File: src/rtl/tdm_arbiter.sv
// tdm_arbiter: time-division arbiter sharing one resource between an L and an H domain.
// Latency: 0 cycles; grant and res_* are combinational from the registered slot state.
// Backpressure: res_ready only qualifies the owning domain's grant and never stretches a slot.
module tdm_arbiter #(
  parameter int unsigned SLOT_LEN = 10,
  parameter int unsigned GUARD    = 1,
  parameter int unsigned W        = 16
) (
  input  logic         clk,
  input  logic         rst_n,
  input  logic         req_l,
  input  logic [W-1:0] data_l,
  input  logic         req_h,
  input  logic [W-1:0] data_h,
  input  logic         res_ready,
  output logic         res_valid,
  output logic [W-1:0] res_data,
  output logic         gnt_l,
  output logic         gnt_h,
  output logic         mode,
  output logic [15:0]  timer
);

  // Phase encoding. The register holding it is L-labelled: its next value
  // is computed from itself and the timer only.
  localparam logic [1:0] L_SLOT   = 2'd0;
  localparam logic [1:0] GUARD_LH = 2'd1;
  localparam logic [1:0] H_SLOT   = 2'd2;
  localparam logic [1:0] GUARD_HL = 2'd3;

  // Reload values for the phase timer (counts remaining cycles down to 0).
  // GUARD_LOAD is never used when GUARD is 0; it is forced to 0 to keep it tidy.
  localparam logic [15:0] SLOT_LOAD  = 16'(SLOT_LEN - 1);
  localparam logic [15:0] GUARD_LOAD = (GUARD == 0) ? 16'd0 : 16'(GUARD - 1);
  localparam bit          NO_GUARD   = (GUARD == 0);

  logic [1:0]  state_q, state_d;
  logic [15:0] timer_q, timer_d;
  logic        phase_end;
  logic        own_l;
  logic        own_h;

  assign phase_end = (timer_q == 16'd0);

  // Phase sequencer: a pure function of state and timer so that nothing the
  // H domain drives (req_h, data_h, res_ready) can modulate the schedule.
  always_comb begin
    state_d = state_q;
    timer_d = timer_q;
    if (!phase_end) begin
      // Plain countdown; the zero case is handled below so it cannot wrap.
      timer_d = timer_q - 16'd1;
    end else begin
      case (state_q)
        L_SLOT: begin
          if (NO_GUARD) begin
            state_d = H_SLOT;
            timer_d = SLOT_LOAD;
          end else begin
            state_d = GUARD_LH;
            timer_d = GUARD_LOAD;
          end
        end
        GUARD_LH: begin
          state_d = H_SLOT;
          timer_d = SLOT_LOAD;
        end
        H_SLOT: begin
          if (NO_GUARD) begin
            state_d = L_SLOT;
            timer_d = SLOT_LOAD;
          end else begin
            state_d = GUARD_HL;
            timer_d = GUARD_LOAD;
          end
        end
        GUARD_HL: begin
          state_d = L_SLOT;
          timer_d = SLOT_LOAD;
        end
        default: begin
          state_d = L_SLOT;
          timer_d = SLOT_LOAD;
        end
      endcase
    end
  end

  // Phase registers; reset parks the schedule at the top of an L slot.
  always_ff @(posedge clk or negedge rst_n) begin
    if (!rst_n) begin
      state_q <= L_SLOT;
      timer_q <= SLOT_LOAD;
    end else begin
      state_q <= state_d;
      timer_q <= timer_d;
    end
  end

  // Ownership of the resource this cycle. rst_n gates it directly so the
  // outputs go quiet the instant reset asserts, whatever the requesters do.
  assign own_l = rst_n && (state_q == L_SLOT);
  assign own_h = rst_n && (state_q == H_SLOT);

  // Output mux: only the owning domain's request/payload reaches the
  // resource; guard phases present nothing so in-flight beats drain.
  always_comb begin
    res_valid = 1'b0;
    res_data  = '0;
    gnt_l     = 1'b0;
    gnt_h     = 1'b0;
    if (own_l) begin
      res_valid = req_l;
      res_data  = req_l ? data_l : '0;
      gnt_l     = req_l & res_ready;
    end else if (own_h) begin
      res_valid = req_h;
      res_data  = req_h ? data_h : '0;
      gnt_h     = req_h & res_ready;
    end
  end

  // Domain indicator: the guard after a slot still belongs to that slot's side.
  assign mode  = (state_q == H_SLOT) || (state_q == GUARD_HL);
  assign timer = timer_q;

endmodule

File: config.mk
export PLATFORM = sky130hd
export DESIGN_NAME = tdm_arbiter
export DESIGN_NICKNAME = d
export VERILOG_FILES = /design/src/rtl/tdm_arbiter.sv
export SDC_FILE = /design/constraint.sdc
export NUM_CORES = 1
export LEC_CHECK = 0
export ABC_AREA = 0
export CORE_MARGIN = 5
export CORE_UTILIZATION = 36
export DETAILED_ROUTE_END_ITERATION = 7
export PLACE_DENSITY = 0.79
export SYNTH_ARGS = -nofsm -noshare
export SYNTH_HDL_FRONTEND = slang
export SYNTH_SLANG_ARGS = --single-unit
File: constraint.sdc
create_clock -name clk -period 2.6 [get_ports clk]
set_clock_uncertainty 0.15 [all_clocks]
set_input_delay 0.65 -clock clk [delete_from_list [all_inputs] [get_ports clk]]
set_output_delay 0.65 -clock clk [all_outputs]
set_load 0.01 [all_outputs]
Word level (Yosys, flattened, before mapping)

Cells that the tools add are included.
W data, S select, Z words.

Add/subtract/negate cells: 1
Eq/ne operators: 3
Muxes and demuxes: 12
Bitwise operators: 2
Reductions and logical operators: 7

Operators with widths:

| operator                | number |
|---|---|
| $mux W16                | 5 |
| $pmux W16 S2            | 1 |
| $logic_not A16 Y1       | 1 |
| $sub A16 B1 Y16 const B | 1 |
| $pmux W2 S4             | 1 |
| $mux W1                 | 5 |
| $eq A2 B2 Y1 const B    | 2 |
| $reduce_or A2 Y1        | 2 |
| $and A1 B1 Y1           | 2 |
| $eq A2 B1 Y1 const B    | 1 |
| $logic_and A1 B1 Y1     | 2 |
| $logic_not A2 Y1        | 1 |
| $logic_or A1 B1 Y1      | 1 |

Register bits: 18
Bits of input ports: 37
Word-level logic and storage cells: 27

Longest topological paths before layout

Gate-level depths: netlist of run 1.

Word-level depth: 4
Depth in mapped cells: 8

Worst setup path after synthesis of run 1

No wires, ideal clock.

Path type: reg2out
Start: register state_q[0]
End: output res_data[10]
Arrival: 1604 ps
Setup slack: 196 ps
Stages on the path, launching flop included: 7
Path buffers: 2
Cell sequence: dfrtp_1 > inv_1 > ha_1 > and4b_1 > clkbuf_1 > clkbuf_1 > a22o_1

Word-level cells in the longest chain between the ends: 4

Ends and longest elaborated chain:

| item                   | line | text |
|---|---|---|
| from (decl)            | 37   | `logic [1:0] state_q, state_d;` |
| from (signal assigned) | 95   | `state_q <= state_d;` |
| $eq A2 B2 Y1           | 103  | `assign own_h = rst_n && (state_q == H_SLOT);` |
| $logic_and A1 B1 Y1    | 103  |  |
| $mux W16               | 116  | `end else if (own_h) begin` |
| $mux W16 *             | 112  | `if (own_l) begin` |
| to (decl)              | 17   | `output logic [W-1:0] res_data,` |

Mark *: on every way between the ends. The rest lies on a longest branch, timed or not.

Final worst setup path of run 1

Start: register state_q[1]
End: output res_data[13]

Same word-level chain as after synthesis.

==> flow_metrics.py, run 1 <==
metrics = {
    "clocking": {
        "h-tree-depth": 1,
        "cts_sinks": 18,
        "cts_tree": "built",
        "clk_path_buf_depth": 2,
        "cts-root-buf": "clkbuf_4",
        "hold_buffers": 0,
        "cts_buffers": 3,
        "insertion_delay_ps": 300,
        "cts.clk_slew.worst_paths_ps": 110,
    },
    "layout": {
        "post-route-cell-area_sq_um": 1986,
        "n_antenna_cell": 0,
        "area_growth_pct": 70.83,
        "stdcell_count": 245,
        "layout_commonest_cell": "clkdlybuf4s50_1",
        "fill_cells": 272,
        "drive_gt1_frac": 0.2587,
        "layout_common_cells": "50 x clkdlybuf4s50_1, 19 x buf_2, 17 x nor2_1",
        "nets": 246,
    },
    "detailed_routing": {
        "routed_wl_mm": 3.733,
        "ant_nets": 0,
        "post_drt_wl_per_cell_um": 15.24,
        "via_per_inst": 4.771,
        "drc": 0,
        "dr.pass1.iters": 4,
        "dr.first_iter.drc_count": 43,
        "vias": 1169,
    },
    "global_routing": {
        "grt_pass1_vias": 1132,
        "grt_start_max_net_pins": 19,
        "antenna_found_initial": 0,
        "grt.overflow.total": 0,
        "grt_use_total": 0.1689,
        "grt_pass1_wl_mm": 5.740,
    },
    "worst_setup_path": {
        "end_kind": "output port",
        "critPathMaxFanout": 5,
        "path_cells": "inv_2, ha_4, and4b_1, buf_6, buf_6, a22o_1, buf_2",
        "path_delay_family": "buffers and inverters",
        "r2r_end": "timer[3]",
        "cp.required_ps": 1800,
        "critPathSlowestCell": "dfrtp_1",
        "cpPeakStageDelay_ps": 440,
        "crit_start": "state_q[1]",
        "path_class": "register to output port",
        "start_kind": "register",
        "cpMostUsedCell": "buf_6",
        "path_buf_inv": 4,
        "path_depth": 7,
        "cp.arrival_ps": 1760,
        "r2r_setup_slack_ps": 550,
        "crit_path_end": "res_data[13]",
        "worstReg2RegStart": "timer[6]",
        "rr_worst_depth": 4,
    },
    "synth": {
        "ys_seq_elements": 18,
        "synth-edff-count": 0,
        "yosys_most_used_dff": "dfrtp_1",
        "syn-instance-count": 116,
        "synth.distinct_cells": 31,
        "synth_area_sq_um": 1162,
        "async_flop_share": 1.000,
        "syn_nets": 160,
        "yosysWarnings": 0,
        "avgSynthCellArea_sq_um": 10.02,
        "synth_seq_area_share": 0.3897,
    },
    "sta": {
        "fmax_mhz": 390.6,
        "finalHoldViolCount": 0,
        "worstMarginPinSlew_ps": 572.6,
        "setup_viol": 0,
        "period_share": 0.9846,
        "slew_headroom": 0.6151,
        "rsz0062_at_grt": "true",
        "fin_crit_ps": 2560,
        "slew_violations": 0,
    },
    "floorplanning": {
        "die_w_um": 66.82,
        "start_util": 0.3776,
        "die_area_sq_um": 4465,
        "coreArea_sq_um": 3078,
        "die_h_um": 66.82,
        "ios": 73,
        "rows": 20,
    },
    "worst_hold_path": {
        "holdCritPathClass": "input pin to asynchronous set/reset pin",
    },
    "power": {
        "ir_drop_uv": 367.8,
        "power_w": 0.0005559,
        "leakagePower_nw": 0.9235,
        "power_density_nw_per_um2": 280.0,
    },
    "place": {
        "dp_hpwl_mm": 3.011,
        "gp_congestion": 0.7577,
        "dpl.cell_count": 235,
        "io_buffers": 72,
        "placed_area_sq_um": 1968,
    },
    "run": {
        "cap_viol_max_count": 0,
    },
    "run_status": {
        "status": "finished clean",
    },
}
-- per-layer routing --
layer	wire [um]	vias to the layer above	global-route usage
met5	0	-	0
li1	-	579	-
met4	60	0	0.05076
met2	2095	18	0.2896
met1	1476	566	0.2108
met3	100	6	0.03541
-- state kept, by name, summed over array words and instances (netlist names) --
name,flops
state_q,2
timer,16
-- what timing repair did --
| action | in CTS | in global routing |
|---|---|---|
| pin swaps | 2 | 1 |
| gates resized for setup | 84 | 5 |
| endpoints found under the setup margin | 20 | 17 |
| gates cloned | 1 | 0 |
| buffers inserted | 2 | 4 |
-- metrics by stage --
step           hold WS [ps]  setup TNS [ps]  setup slack, ps    util
4_1_cts               341.0               0            4.031  0.6317
3_3_place_gp          375.6           -8179           -452.3  0.6394
5_1_grt               370.2          -239.2           -35.40  0.6451
6_report              349.1               0            40.15  0.6451
2_1_floorplan         204.4               0            196.0       -
3_5_place_dp          391.8           -8672           -488.4  0.6394
-- final cells by class --
class	count	area [sq um]	area share
multi-input cells	88	676.9	0.3409
flip-flops and latches	18	452.9	0.2281
inverters	4	15.01	0.007561
repair buffers	87	749.5	0.3774
clock buffers	4	36.28	0.01827
well taps	44	55.05	0.02773
-- cell usage after synthesis (3+ instances only) --
master | count | area, sq um
nor3_1 | 3 | 15.01
inv_1 | 4 | 15.01
ha_1 | 7 | 87.58
clkbuf_1 | 4 | 15.01
mux2i_1 | 3 | 30.03
dfrtp_1 | 16 | 400.4
a22o_1 | 16 | 140.1
nand2_1 | 6 | 22.52
xor2_1 | 8 | 70.07
nor2_1 | 17 | 63.81
-- cell families (layout without fill, tap and decap cells) --
logic type | count (synthesis) | after routing | synth area share
AO/OA/AOI/OAI | 21 | 21 | 0.1453
XOR/XNOR | 10 | 10 | 0.07536
adder cells (fa/ha/maj) | 7 | 7 | 0.07535
buffers and inverters | 10 | 95 | 0.04520
flip-flops | 18 | 18 | 0.3897
multiplexers | 6 | 6 | 0.05812
AND/OR/NAND/NOR | 44 | 44 | 0.2110
-- worst min path at each step --
stage	slack, ps	end	startpoint	cells after the start
after detailed placement	390	timer[14]	timer[14]	1
after floorplan	200	state_q[0]	rst_n	0
after CTS	340	timer[10]	rst_n	2
after global routing	370	timer[10]	rst_n	2
after global placement	380	timer[14]	timer[14]	1
final	350	timer[7]	rst_n	2
-- where the power goes --
part,internal [W],switching [W]
Clock,0.0000854,0.0000893
Sequential,0.000280,0
Combinational,0.0000685,0.0000328
-- worst register-to-register path: stages (launching register included) --
cell and delay, ps:
dfrtp_1 450, nor4_2 580, and4_1 380, buf_4 230, mux2i_1 200
Power figures use the tool's default switching activity.
==> run 2, diff against run 1 <==
--- a/config.mk
+++ b/config.mk
@@ -10,6 +10,7 @@
 export CORE_UTILIZATION = 36
 export DETAILED_ROUTE_END_ITERATION = 7
 export PLACE_DENSITY = 0.79
+export SETUP_SLACK_MARGIN = 0.2
 export SYNTH_ARGS = -nofsm -noshare
 export SYNTH_HDL_FRONTEND = slang
 export SYNTH_SLANG_ARGS = --single-unit
==> run 2 against run 1 <==
- the flow now finishes with violations (setup timing)
- clock power barely moved
- first-iteration DRC count fell by 23%
- sequential power barely moved
- design area rose by 7.6%
- via count rose by 7.6%
- combinational power rose by 23%
- total power rose by 4.0%
- setup slack got worse by 89 ps
- critical endpoint is now res_data[14]
==> flow_metrics.py, run 2 (synthesis results as in run 1) <==
metrics = {
    "layout": {
        "post-route-cell-area_sq_um": 2137,
        "nets": 249,
        "n_antenna_cell": 0,
        "layout_common_cells": "49 x clkdlybuf4s50_1, 17 x nor2_1, 17 x buf_2",
        "layout_commonest_cell": "clkdlybuf4s50_1",
        "area_growth_pct": 83.85,
        "fin_util": 0.6943,
        "drive_gt1_frac": 0.2941,
        "largest_reg_flops": 16,
    },
    "floorplanning": {
        "coreArea_sq_um": 3078,
        "start_util": 0.3776,
        "die_area_sq_um": 4465,
        "die_w_um": 66.82,
        "rows": 20,
        "ios": 73,
        "die_h_um": 66.82,
    },
    "place": {
        "dp_hpwl_mm": 3.144,
        "io_buffers": 72,
        "placed_area_sq_um": 1993,
        "gp_congestion": 0.7817,
    },
    "sta": {
        "worstMarginPinSlew_ps": 512.4,
        "setup_viol": 12,
        "slew_headroom": 0.6555,
        "slew_violations": 0,
        "fin_crit_ps": 2648,
        "setup-tns-final_ps": -322.6,
        "finalHoldViolCount": 0,
        "period_share": 1.019,
        "rsz0062_at_grt": "true",
        "holdWs_ps": 364.9,
        "fmax_mhz": 377.6,
        "setup_slack_ps": -48.39,
    },
    "run_status": {
        "status": "finished with violations",
        "violations": "setup timing",
    },
    "clocking": {
        "cts.clk_slew.worst_paths_ps": 110,
        "hold_buffers": 0,
        "insertion_delay_ps": 300,
        "cts_buffers": 3,
        "cts-root-buf": "clkbuf_4",
        "clk_path_buf_depth": 2,
        "cts_sinks": 18,
        "h-tree-depth": 1,
        "cts_tree": "built",
    },
    "global_routing": {
        "grt_use_total": 0.1971,
        "antenna_found_initial": 0,
        "grt_pass1_vias": 1319,
        "grt.overflow.total": 0,
        "grt_start_max_net_pins": 19,
        "grt_pass1_wl_mm": 6.589,
    },
    "worst_hold_path": {
        "holdCritPathClass": "input pin to asynchronous set/reset pin",
    },
    "worst_setup_path": {
        "cp.arrival_ps": 1850,
        "critPathMaxFanout": 5,
        "start_kind": "register",
        "path_class": "register to output port",
        "end_kind": "output port",
        "cp.required_ps": 1800,
    },
    "power": {
        "power_density_nw_per_um2": 270.7,
        "leakagePower_nw": 0.9792,
        "ir_drop_uv": 303.6,
    },
    "detailed_routing": {
        "via_per_inst": 5.073,
        "ant_nets": 0,
        "dr.pass1.iters": 4,
        "vias": 1258,
        "dr.first_iter.drc_count": 33,
        "drc": 0,
        "routed_wl_mm": 4.316,
        "post_drt_wl_per_cell_um": 17.40,
    },
    "run": {
        "cap_viol_max_count": 0,
    },
}
-- run 2: changes by cell type in the layout (fill, tap and decap cells not counted), moves of 2 or more --
| cell | delta |
|---|---|
| buf_16 | +3 |
| and2_1 | -2 |
| buf_2 | -2 |
| buf_12 | +2 |
| and2_4 | +2 |
-- run 2: what timing repair did --
item | in CTS | in global routing
setup buffers | 4 | 1
gates cloned | 4 | 0
endpoints found under the setup margin | 20 | 20
pin swaps | 20 | 0
gates resized for setup | 99 | 4
-- run 2: stage by stage --
| stage | total power, W | instances | setup slack (ps) |
|---|---|---|---|
| 2_1_floorplan | 0.0003072 | 116 | 285.2 |
| 3_5_place_dp | 0.0003962 | 235 | -502.5 |
| 4_1_cts | 0.0005822 | 247 | -27.28 |
| 6_report | 0.0005784 | 248 | -48.39 |
| 5_1_grt | 0.0006056 | 248 | -124.4 |
| 3_3_place_gp | 0.0003951 | 235 | -482.0 |
-- run 2: routing by layer --
| metal | wire length, um | vias up | GRT usage |
|---|---|---|---|
| met3 | 438 | 6 | 0.06071 |
| met4 | 53 | 0 | 0.04061 |
| met2 | 2087 | 68 | 0.3478 |
| met1 | 1736 | 595 | 0.2334 |
| li1 | - | 589 | - |
| met5 | 0 | - | 0 |
-- run 2: path summary, 6_finish.rpt --
path                       startpoint           end  slack, ps  cells after the start
setup / recovery           state_q[1]  res_data[14]        -50                      7
hold / removal                  rst_n      timer[2]        360                      2
setup reg to reg             timer[2]    state_q[1]        470                      3
hold reg to reg             timer[14]     timer[14]        410                      1
max in group asynchronous       rst_n      timer[3]       1680                      2
min in group clk            timer[14]     timer[14]        410                      1
-- run 2: where the power goes --
group | switching (W) | internal (W) | leakage (nW)
combinational | 0.0000397 | 0.0000842 | 0.728
sequential | 0 | 0.000280 | 0.230
clock | 0.0000892 | 0.0000854 | 0.0210
total | 0.000129 | 0.000450 | 0.979
-- run 2: final cells by class --
| class | count | area, sq um |
|---|---|---|
| Clock buffer | 4 | 36.28 |
| Fill cell | 234 | 940.9 |
| Timing Repair Buffer | 90 | 889.6 |
| Multi-Input combinational cell | 88 | 688.2 |
| Sequential cell | 18 | 452.9 |
| Inverter | 4 | 15.01 |
| Tap cell | 44 | 55.05 |
-- run 2: critical path: stages, from the launching register on --
cell	delay, ps
dfrtp_1	430
inv_2	100
ha_4	130
and4b_2	260
buf_6	150
buf_16	130
a22o_1	210
buf_2	140
